## src/rtl/uart_word_rx_pkg.sv

```systemverilog
// Shared UART receive/transmit definitions: bit-FSM encoding,
// default bit timing and the sample width in bytes.
package uart_word_rx_pkg;

  typedef enum logic [2:0] {
    ST_IDLE,
    ST_START,
    ST_DATA,
    ST_STOP,
    ST_CLEANUP
  } rx_state_e;

  localparam int CLKS_PER_BIT_DEF = 625;
  localparam int BYTES_PER_SAMPLE = 2;

  function automatic int cnt_w(input int n);
    return (n > 1) ? $clog2(n) : 1;
  endfunction

endpackage

```

## src/rtl/uart_word_rx_if.sv

```systemverilog
// Byte stream from the bit-level receiver to the sample assembler,
// plus the line-state hints the assembler timeout needs.
interface uart_word_rx_if;

  logic [7:0] rx_byte;
  logic       byte_val;
  logic       frame_err;
  logic       start_edge;
  logic       busy;

  modport master (
    output rx_byte,
    output byte_val,
    output frame_err,
    output start_edge,
    output busy
  );

  modport slave (
    input rx_byte,
    input byte_val,
    input frame_err,
    input start_edge,
    input busy
  );

endinterface

```

## src/rtl/uart_rx_core.sv

```systemverilog
// 8N1 receiver: 2-flop synchronizer and bit FSM emitting one byte
// or one framing-error pulse in the stop-bit sample cycle.
module uart_rx_core
  import uart_word_rx_pkg::*;
#(
  parameter int CLKS_PER_BIT    = CLKS_PER_BIT_DEF,
  parameter int HALF_CLK_PERIOD = CLKS_PER_BIT / 2
) (
  input  logic          i_clk,
  input  logic          i_rstn,
  input  logic          i_uartrx,
  uart_word_rx_if.master rx
);

  localparam int CW = cnt_w(CLKS_PER_BIT);
  localparam logic [CW-1:0] BIT_END  = CW'(CLKS_PER_BIT - 1);
  localparam logic [CW-1:0] HALF_END = CW'(HALF_CLK_PERIOD - 1);

  rx_state_e   state_q, state_d;
  logic [1:0]  sync_q, sync_d;
  logic        prev_q, prev_d;
  logic [CW-1:0] cnt_q, cnt_d;
  logic [2:0]  bit_q, bit_d;
  logic [7:0]  shift_q, shift_d;

  logic line;
  logic start_edge;
  logic stop_done;

  assign line       = sync_q[1];
  assign start_edge = (state_q == ST_IDLE) && prev_q && !line;
  assign stop_done  = (state_q == ST_STOP) && (cnt_q == BIT_END);

  always_ff @(posedge i_clk) begin
    if (!i_rstn) begin
      state_q <= ST_IDLE;
      sync_q  <= 2'b11;
      prev_q  <= 1'b1;
      cnt_q   <= '0;
      bit_q   <= '0;
      shift_q <= '0;
    end else begin
      state_q <= state_d;
      sync_q  <= sync_d;
      prev_q  <= prev_d;
      cnt_q   <= cnt_d;
      bit_q   <= bit_d;
      shift_q <= shift_d;
    end
  end

  always_comb begin
    sync_d  = {sync_q[0], i_uartrx};
    prev_d  = line;
    state_d = state_q;
    cnt_d   = cnt_q;
    bit_d   = bit_q;
    shift_d = shift_q;
    unique case (state_q)
      ST_IDLE: begin
        cnt_d = '0;
        if (start_edge) begin
          state_d = ST_START;
          bit_d   = '0;
        end
      end
      ST_START: begin
        if (cnt_q == HALF_END) begin
          cnt_d   = '0;
          state_d = line ? ST_IDLE : ST_DATA;
        end else begin
          cnt_d = cnt_q + CW'(1);
        end
      end
      ST_DATA: begin
        if (cnt_q == BIT_END) begin
          cnt_d   = '0;
          shift_d = {line, shift_q[7:1]};
          if (bit_q == 3'd7) state_d = ST_STOP;
          else bit_d = bit_q + 3'd1;
        end else begin
          cnt_d = cnt_q + CW'(1);
        end
      end
      ST_STOP: begin
        if (cnt_q == BIT_END) begin
          cnt_d   = '0;
          state_d = ST_CLEANUP;
        end else begin
          cnt_d = cnt_q + CW'(1);
        end
      end
      ST_CLEANUP: state_d = ST_IDLE;
      default:    state_d = ST_IDLE;
    endcase
  end

  always_comb begin
    rx.rx_byte    = shift_q;
    rx.byte_val   = stop_done && line;
    rx.frame_err  = stop_done && !line;
    rx.start_edge = start_edge;
    rx.busy       = (state_q != ST_IDLE);
  end

endmodule

```

## src/rtl/uart_word_rx.sv

```systemverilog
// Assembles received UART bytes into 16-bit FIR samples, MSB byte
// first, discarding a half-built sample after an idle timeout.
module uart_word_rx
  import uart_word_rx_pkg::*;
#(
  parameter int CLKS_PER_BIT    = CLKS_PER_BIT_DEF,
  parameter int HALF_CLK_PERIOD = CLKS_PER_BIT / 2,
  parameter int TIMEOUT_BITS    = 20
) (
  input  logic        i_clk,
  input  logic        i_rstn,
  input  logic        i_uartrx,
  output logic [15:0] o_sample,
  output logic        o_sample_val,
  output logic        o_framing_err,
  output logic        o_timeout,
  output logic        o_busy
);

  localparam int TO_END = TIMEOUT_BITS * CLKS_PER_BIT;
  localparam int TW     = cnt_w(TO_END);
  localparam int IW     = cnt_w(BYTES_PER_SAMPLE);
  localparam int SW     = 8 * BYTES_PER_SAMPLE;
  localparam logic [TW-1:0] TO_LAST  = TW'(TO_END - 1);
  localparam logic [IW-1:0] IDX_LAST = IW'(BYTES_PER_SAMPLE - 1);

  uart_word_rx_if u_if ();

  uart_rx_core #(
    .CLKS_PER_BIT    (CLKS_PER_BIT),
    .HALF_CLK_PERIOD (HALF_CLK_PERIOD)
  ) u_core (
    .i_clk    (i_clk),
    .i_rstn   (i_rstn),
    .i_uartrx (i_uartrx),
    .rx       (u_if.master)
  );

  logic [IW-1:0] idx_q, idx_d;
  logic [SW-1:0] acc_q, acc_d;
  logic [SW-1:0] sample_q, sample_d;
  logic [TW-1:0] to_q, to_d;
  logic          val_q, val_d;
  logic          ferr_q, ferr_d;
  logic          tout_q, tout_d;

  logic          held;
  logic          idle_wait;
  logic          expire;
  logic [SW-1:0] acc_nxt;

  assign held      = (idx_q != '0);
  assign idle_wait = held && !u_if.busy && !u_if.start_edge;
  // A start edge in the expiry cycle keeps the held byte alive.
  assign expire    = idle_wait && (to_q == TO_LAST);
  assign acc_nxt   = {acc_q[SW-9:0], u_if.rx_byte};

  always_ff @(posedge i_clk) begin
    if (!i_rstn) begin
      idx_q    <= '0;
      acc_q    <= '0;
      sample_q <= '0;
      to_q     <= '0;
      val_q    <= 1'b0;
      ferr_q   <= 1'b0;
      tout_q   <= 1'b0;
    end else begin
      idx_q    <= idx_d;
      acc_q    <= acc_d;
      sample_q <= sample_d;
      to_q     <= to_d;
      val_q    <= val_d;
      ferr_q   <= ferr_d;
      tout_q   <= tout_d;
    end
  end

  always_comb begin
    idx_d    = idx_q;
    acc_d    = acc_q;
    sample_d = sample_q;
    to_d     = to_q;
    val_d    = 1'b0;
    ferr_d   = 1'b0;
    tout_d   = 1'b0;
    unique case (1'b1)
      u_if.byte_val: begin
        acc_d = acc_nxt;
        to_d  = '0;
        if (idx_q == IDX_LAST) begin
          sample_d = acc_nxt;
          val_d    = 1'b1;
          idx_d    = '0;
        end else begin
          idx_d = idx_q + IW'(1);
        end
      end
      u_if.frame_err: begin
        idx_d  = '0;
        to_d   = '0;
        ferr_d = 1'b1;
      end
      expire: begin
        idx_d  = '0;
        to_d   = '0;
        tout_d = 1'b1;
      end
      default: begin
        if (idle_wait) to_d = to_q + TW'(1);
        else if (!held) to_d = '0;
      end
    endcase
  end

  assign o_sample      = sample_q;
  assign o_sample_val  = val_q;
  assign o_framing_err = ferr_q;
  assign o_timeout     = tout_q;
  assign o_busy        = u_if.busy;

endmodule

```

## config.mk

```make
export PLATFORM = sky130hd
export DESIGN_NAME = uart_word_rx
export DESIGN_NICKNAME = d
export VERILOG_FILES = /design/src/rtl/uart_word_rx_pkg.sv /design/src/rtl/uart_word_rx_if.sv /design/src/rtl/uart_rx_core.sv /design/src/rtl/uart_word_rx.sv
export SDC_FILE = /design/constraint.sdc
export NUM_CORES = 1
export LEC_CHECK = 0
export ABC_AREA = 1
export CORE_MARGIN = 4
export CORE_UTILIZATION = 45
export DETAILED_ROUTE_END_ITERATION = 8
export PLACE_DENSITY_LB_ADDON = 0.12
export SLEW_MARGIN = 20
export SYNTH_ARGS = -nofsm -noshare
export SYNTH_HDL_FRONTEND = slang
export SYNTH_SLANG_ARGS = --single-unit
```

## constraint.sdc

```tcl
create_clock -name i_clk -period 2.64 [get_ports i_clk]
set_input_delay 0.264 -clock i_clk [delete_from_list [all_inputs] [get_ports i_clk]]
set_output_delay 0.264 -clock i_clk [all_outputs]
set_load 0.02 [all_outputs]
```

==> reports/results.env <==
STATUS='complete, no violations'
RELSLEWSLACK_PCT=62.1
SYNTH-MAIN-FF-CELL='sky130_fd_sc_hd__dfxtp_1'
POSTSYNTHNETCOUNT=442
GRT_START_MAX_NET_PINS=26
ASYNCSETRESETFLOPFRACSYNTH_PCT=0
NUMBER_OF_FLOPS_MAPPED_TO_ENABLE_CELLS_BY_YOSYS=0
TIMING.REG2REG.WORST_PATH_DEPTH=8
DIE_W_UM=90.9
LAYOUT.CELLS.MOST_COMMON='sky130_fd_sc_hd__nand2_1'
SHARE_COMB_OF_TOTAL_POWER_PCT=18.7
WORST_SLACK_NS=0.511
VIAS=2711
POSTCTSSETUPREPAIRBUFS=0
POST_ROUTE_CELLS_DRIVE_ABOVE_1_SHARE_PCT=9.25
ROUTABILITY_CONGESTION_ESTIMATE_FROM_GLOBAL_PLACEMENT=0.832
NUM_ANTENNA_CELLS=0
CRITICAL_PATH.STARTPOINT_TYPE='flop'
ANTENNA_FOUND_INITIAL=0
DRT_DRC_VIOLATIONS_LEFT=0
RR_STARTPOINT='u_core.state_q[2]$_SDFFE_PN0P_'
PEAKVDDDROP_mV=0.299
PLACE_INST=526
FINALPOWER_mW=2.58
FILLERS=625
SWITCHING_COMPONENT_OF_THE_POWER_mW=0.769
SWITCHING_SHARE_PCT=29.8
TRANSITION_AT_THE_PIN_WITH_THE_SMALLEST_MAX_TRANSITION_SLACK_NS=0.568
FMAXACHIEVABLE_GHz=0.470
WIRE_PER_INST_UM=12.1
IO_PINS=23
POWER.INTERNAL_mW=1.82
YOSYSUNIQUECELLTYPES=36
CRITPATHSLOWESTCELL='sky130_fd_sc_hd__dfxtp_1'
FINALWIRELENGTH_UM=6580
REG2REG_SETUP_SLACK_NS=0.71
INITIAL_CORE_UTIL_PCT=47.6
CTS.HOLD.BUFFERS_ADDED=0
WORST-ENDPOINT-REQUIRED_NS=2.38
TIMING.FINAL.CRIT_SHARE_PCT=80.6
SLEW_VIOL_FINAL=0
GLOBALROUTEOVERFLOWTOTAL=0
GRT_PASS1_WL_UM=11700
TOTAL_NUMBER_OF_CLOCK_TREE_SINKS=69
SYN2LAYOUT_AREA_GROWTH_PCT=16.7
HOLD_PATH_CLASS='reg -> reg'
LEAKAGE_nW=1.47
BUFFER_PORTS.INSERTED=22
ENDPOINT_OF_THE_LOWEST_SLACK_REGISTER_TO_REGISTER_PATH='to_q[7]$_SDFFE_PP0P_'
SYNTH.YOSYS.SEQ_AREA_SHARE_PCT=44.6
CP_DATA_ARRIVAL_TIME_NS=1.86
GRT_UTIL_ALL_LAYERS_PCT=17.2
NETLIST_INSTANCES=434
CP_CELL_SEQUENCE='nor2_1 -> nand2_1 -> clkdlybuf4s50_1'
FIN_HOLD_WS_NS=0.416
NUMBER_OF_GLOBAL_ROUTE_VIAS_BEFORE_REPAIR=2550
SEQ_POWER_SHARE_PCT=43.2
MOST-COMMON-LAYOUT-CELLS='103 x sky130_fd_sc_hd__nand2_1, 77 x sky130_fd_sc_hd__nor2_1, 69 x sky130_fd_sc_hd__dfxtp_1'
NNETSFINAL=468
SETUP.WORST_PATH.END='o_busy'
YS_SEQ_ELEMENTS=69
FINCLKSKEW_NS=0.0114
CP-STARTPOINT='u_core.state_q[2]$_SDFFE_PN0P_'
CLOCK-ROOT-BUFFER='sky130_fd_sc_hd__clkbuf_8'
FINAL.SETUP.TNS_NS=0
HTREE_NUM_LEVELS=3
FLOORPLAN.ROWS=29
TRITONCTS='yes'
LAYOUT_MIN_CYCLE_TIME_NS=2.13
PLACE_WORST_SETUP_SLACK_NS=0.718
WORSTSKEWPAIRLATENCY_NS=0.35
SYNTHESIS.AREA_PER_INSTANCE_UM2=7.13
FLOORPLAN.DIE_AREA_UM2=8270
CTS-BUFFERS-INSERTED=9
CRIT_PATH_CLASS='reg -> out'
PLACE.DETAILED.HPWL_UM=4780
WORST-PATH-MAX-FANOUT=12
DR.FIRST_ITER.DRC_COUNT=186
DR.PASS1.ITERS=4
FINALSETUPVIOLATIONS=0
CLOCK_INPUT_TRANSITION_AT_THE_SEQUENTIAL_CELLS_OF_THE_WORST_SETUP_AND_HOLD_PATHS_NS=0.07
AREA_OF_THE_MAPPED_NETLIST_UM2=3090
CTS-RESIZED-GATES=0
YOSYSWARNINGS=0
CTS_BUFFER_DEPTH=2
ANTENNA_LEFT=0
POWER_DENSITY_nW_PER_UM2=715
ROUTED_VIA_DENSITY=5.00
RSZ_0062_RAISED_AFTER_GLOBAL_ROUTING='false'
CAP_VIOL_MAX_COUNT=0
DIE-HEIGHT_UM=90.9
DESIGN.CORE.AREA_UM2=6490
CRITICAL_PATH.ENDPOINT_TYPE='output port'
FINALHOLDVIOLATIONS=0
POWER.CLOCK.FRACTION_PCT=38.2
MAX_STAGE_DELAY_NS=0.62
FINISH.CELL_COUNT_WITHOUT_FILLERS=542
## final cells by class
type / instances / area [um^2] / share of cell area, %
clock buffer: 11 / 151 / 4.19
clock inverter: 5 / 82.6 / 2.29
inverter: 47 / 181 / 5.02
multi-input combinational: 309 / 1480 / 41.1
sequential: 69 / 1380 / 38.2
tap: 77 / 96.3 / 2.67
timing repair buffer: 24 / 235 / 6.51
## power groups by stage
stage / registers [mW] / logic (mW) / clock network [mW]
6_report: 1.12 / 0.482 / 0.987
5_1_grt: 1.12 / 0.559 / 1.06
4_1_cts: 1.11 / 0.483 / 1.01
3_5_place_dp: 1.14 / 0.482 / 0
3_3_place_gp: 1.14 / 0.472 / 0
2_1_floorplan: 1.13 / 0.371 / 0
## worst max-delay path, delay by kind of cell (launching register included)
kind	cells	cell delay (ns)
DFF	1	0.62
buffers and inverters	1	0.60
and+or+nand+nor	2	0.29
## state kept, by name (all words and copies together) (netlist names), 2 cells and up
| signal | flops |
|---|---|
| u_core.state_q | 3 |
| u_core.rx.rx_byte | 8 |
| u_core.sync_q | 2 |
| u_core.cnt_q | 10 |
| u_core.bit_q | 3 |
| acc_q | 8 |
| to_q | 14 |
| o_sample | 16 |
## per-layer routing
metal  GRT usage [%]  wire (um)  vias up  part of all wire (%)
met5               0          0        -                     0
met4            8.29        108        0                   1.6
met3            4.17        245       11                   3.7
met2            26.5       2950       39                    45
met1            22.6       3270     1228                    50
li1                -          -     1433                     -
## stage by stage
| stage | area [um^2] | utilization [%] |
|---|---|---|
| 6_report | 3610 | 55.6 |
| 5_1_grt | 3610 | 55.6 |
| 3_3_place_gp | 3380 | 52.0 |
| 2_1_floorplan | 3090 | - |
| 4_1_cts | 3610 | 55.6 |
| 3_5_place_dp | 3380 | 52.0 |
## worst min-delay path by stage
stage	startpoint	endpoint	slack, ns	depth (start not counted)
2_1_floorplan	i_uartrx	u_core.sync_q[0]$_SDFF_PN1_	0.37	1
3_3_place_gp	u_core.sync_q[0]$_SDFF_PN1_	u_core.sync_q[1]$_SDFF_PN1_	0.42	1
3_5_place_dp	u_core.sync_q[0]$_SDFF_PN1_	u_core.sync_q[1]$_SDFF_PN1_	0.41	1
4_1_cts	u_core.sync_q[0]$_SDFF_PN1_	u_core.sync_q[1]$_SDFF_PN1_	0.42	1
5_1_grt	u_core.sync_q[0]$_SDFF_PN1_	u_core.sync_q[1]$_SDFF_PN1_	0.43	1
6_report	u_core.sync_q[0]$_SDFF_PN1_	u_core.sync_q[1]$_SDFF_PN1_	0.42	1
## cells by family (layout without fill, tap and decap cells)
family | Yosys count | in the layout | synth area share, %
flip-flops | 69 | 69 | 44.6
AND/OR/NAND/NOR | 259 | 259 | 37.7
XOR/XNOR | 5 | 5 | 1.42
adder cells (fa/ha/maj) | 5 | 5 | 2.02
AO/OA/AOI/OAI | 40 | 40 | 6.83
buffers and inverters | 56 | 87 | 7.40
## synth_stat cells (all sizes together), types with 2 or more instances
cell type / n / area (um^2)
nand2: 107 / 430
o21ai: 26 / 130
xor2: 4 / 35.0
nand3: 39 / 205
inv: 45 / 169
nor2: 86 / 379
ha: 5 / 62.6
buf: 5 / 32.5
dfxtp: 69 / 1380
clkinv: 2 / 12.5
a21oi: 9 / 45.0
o22ai: 2 / 12.5
nand4: 6 / 37.5
clkbuf: 4 / 15.0
or2: 3 / 18.8
nor3: 15 / 75.1
(Power assumes the default switching activity.)
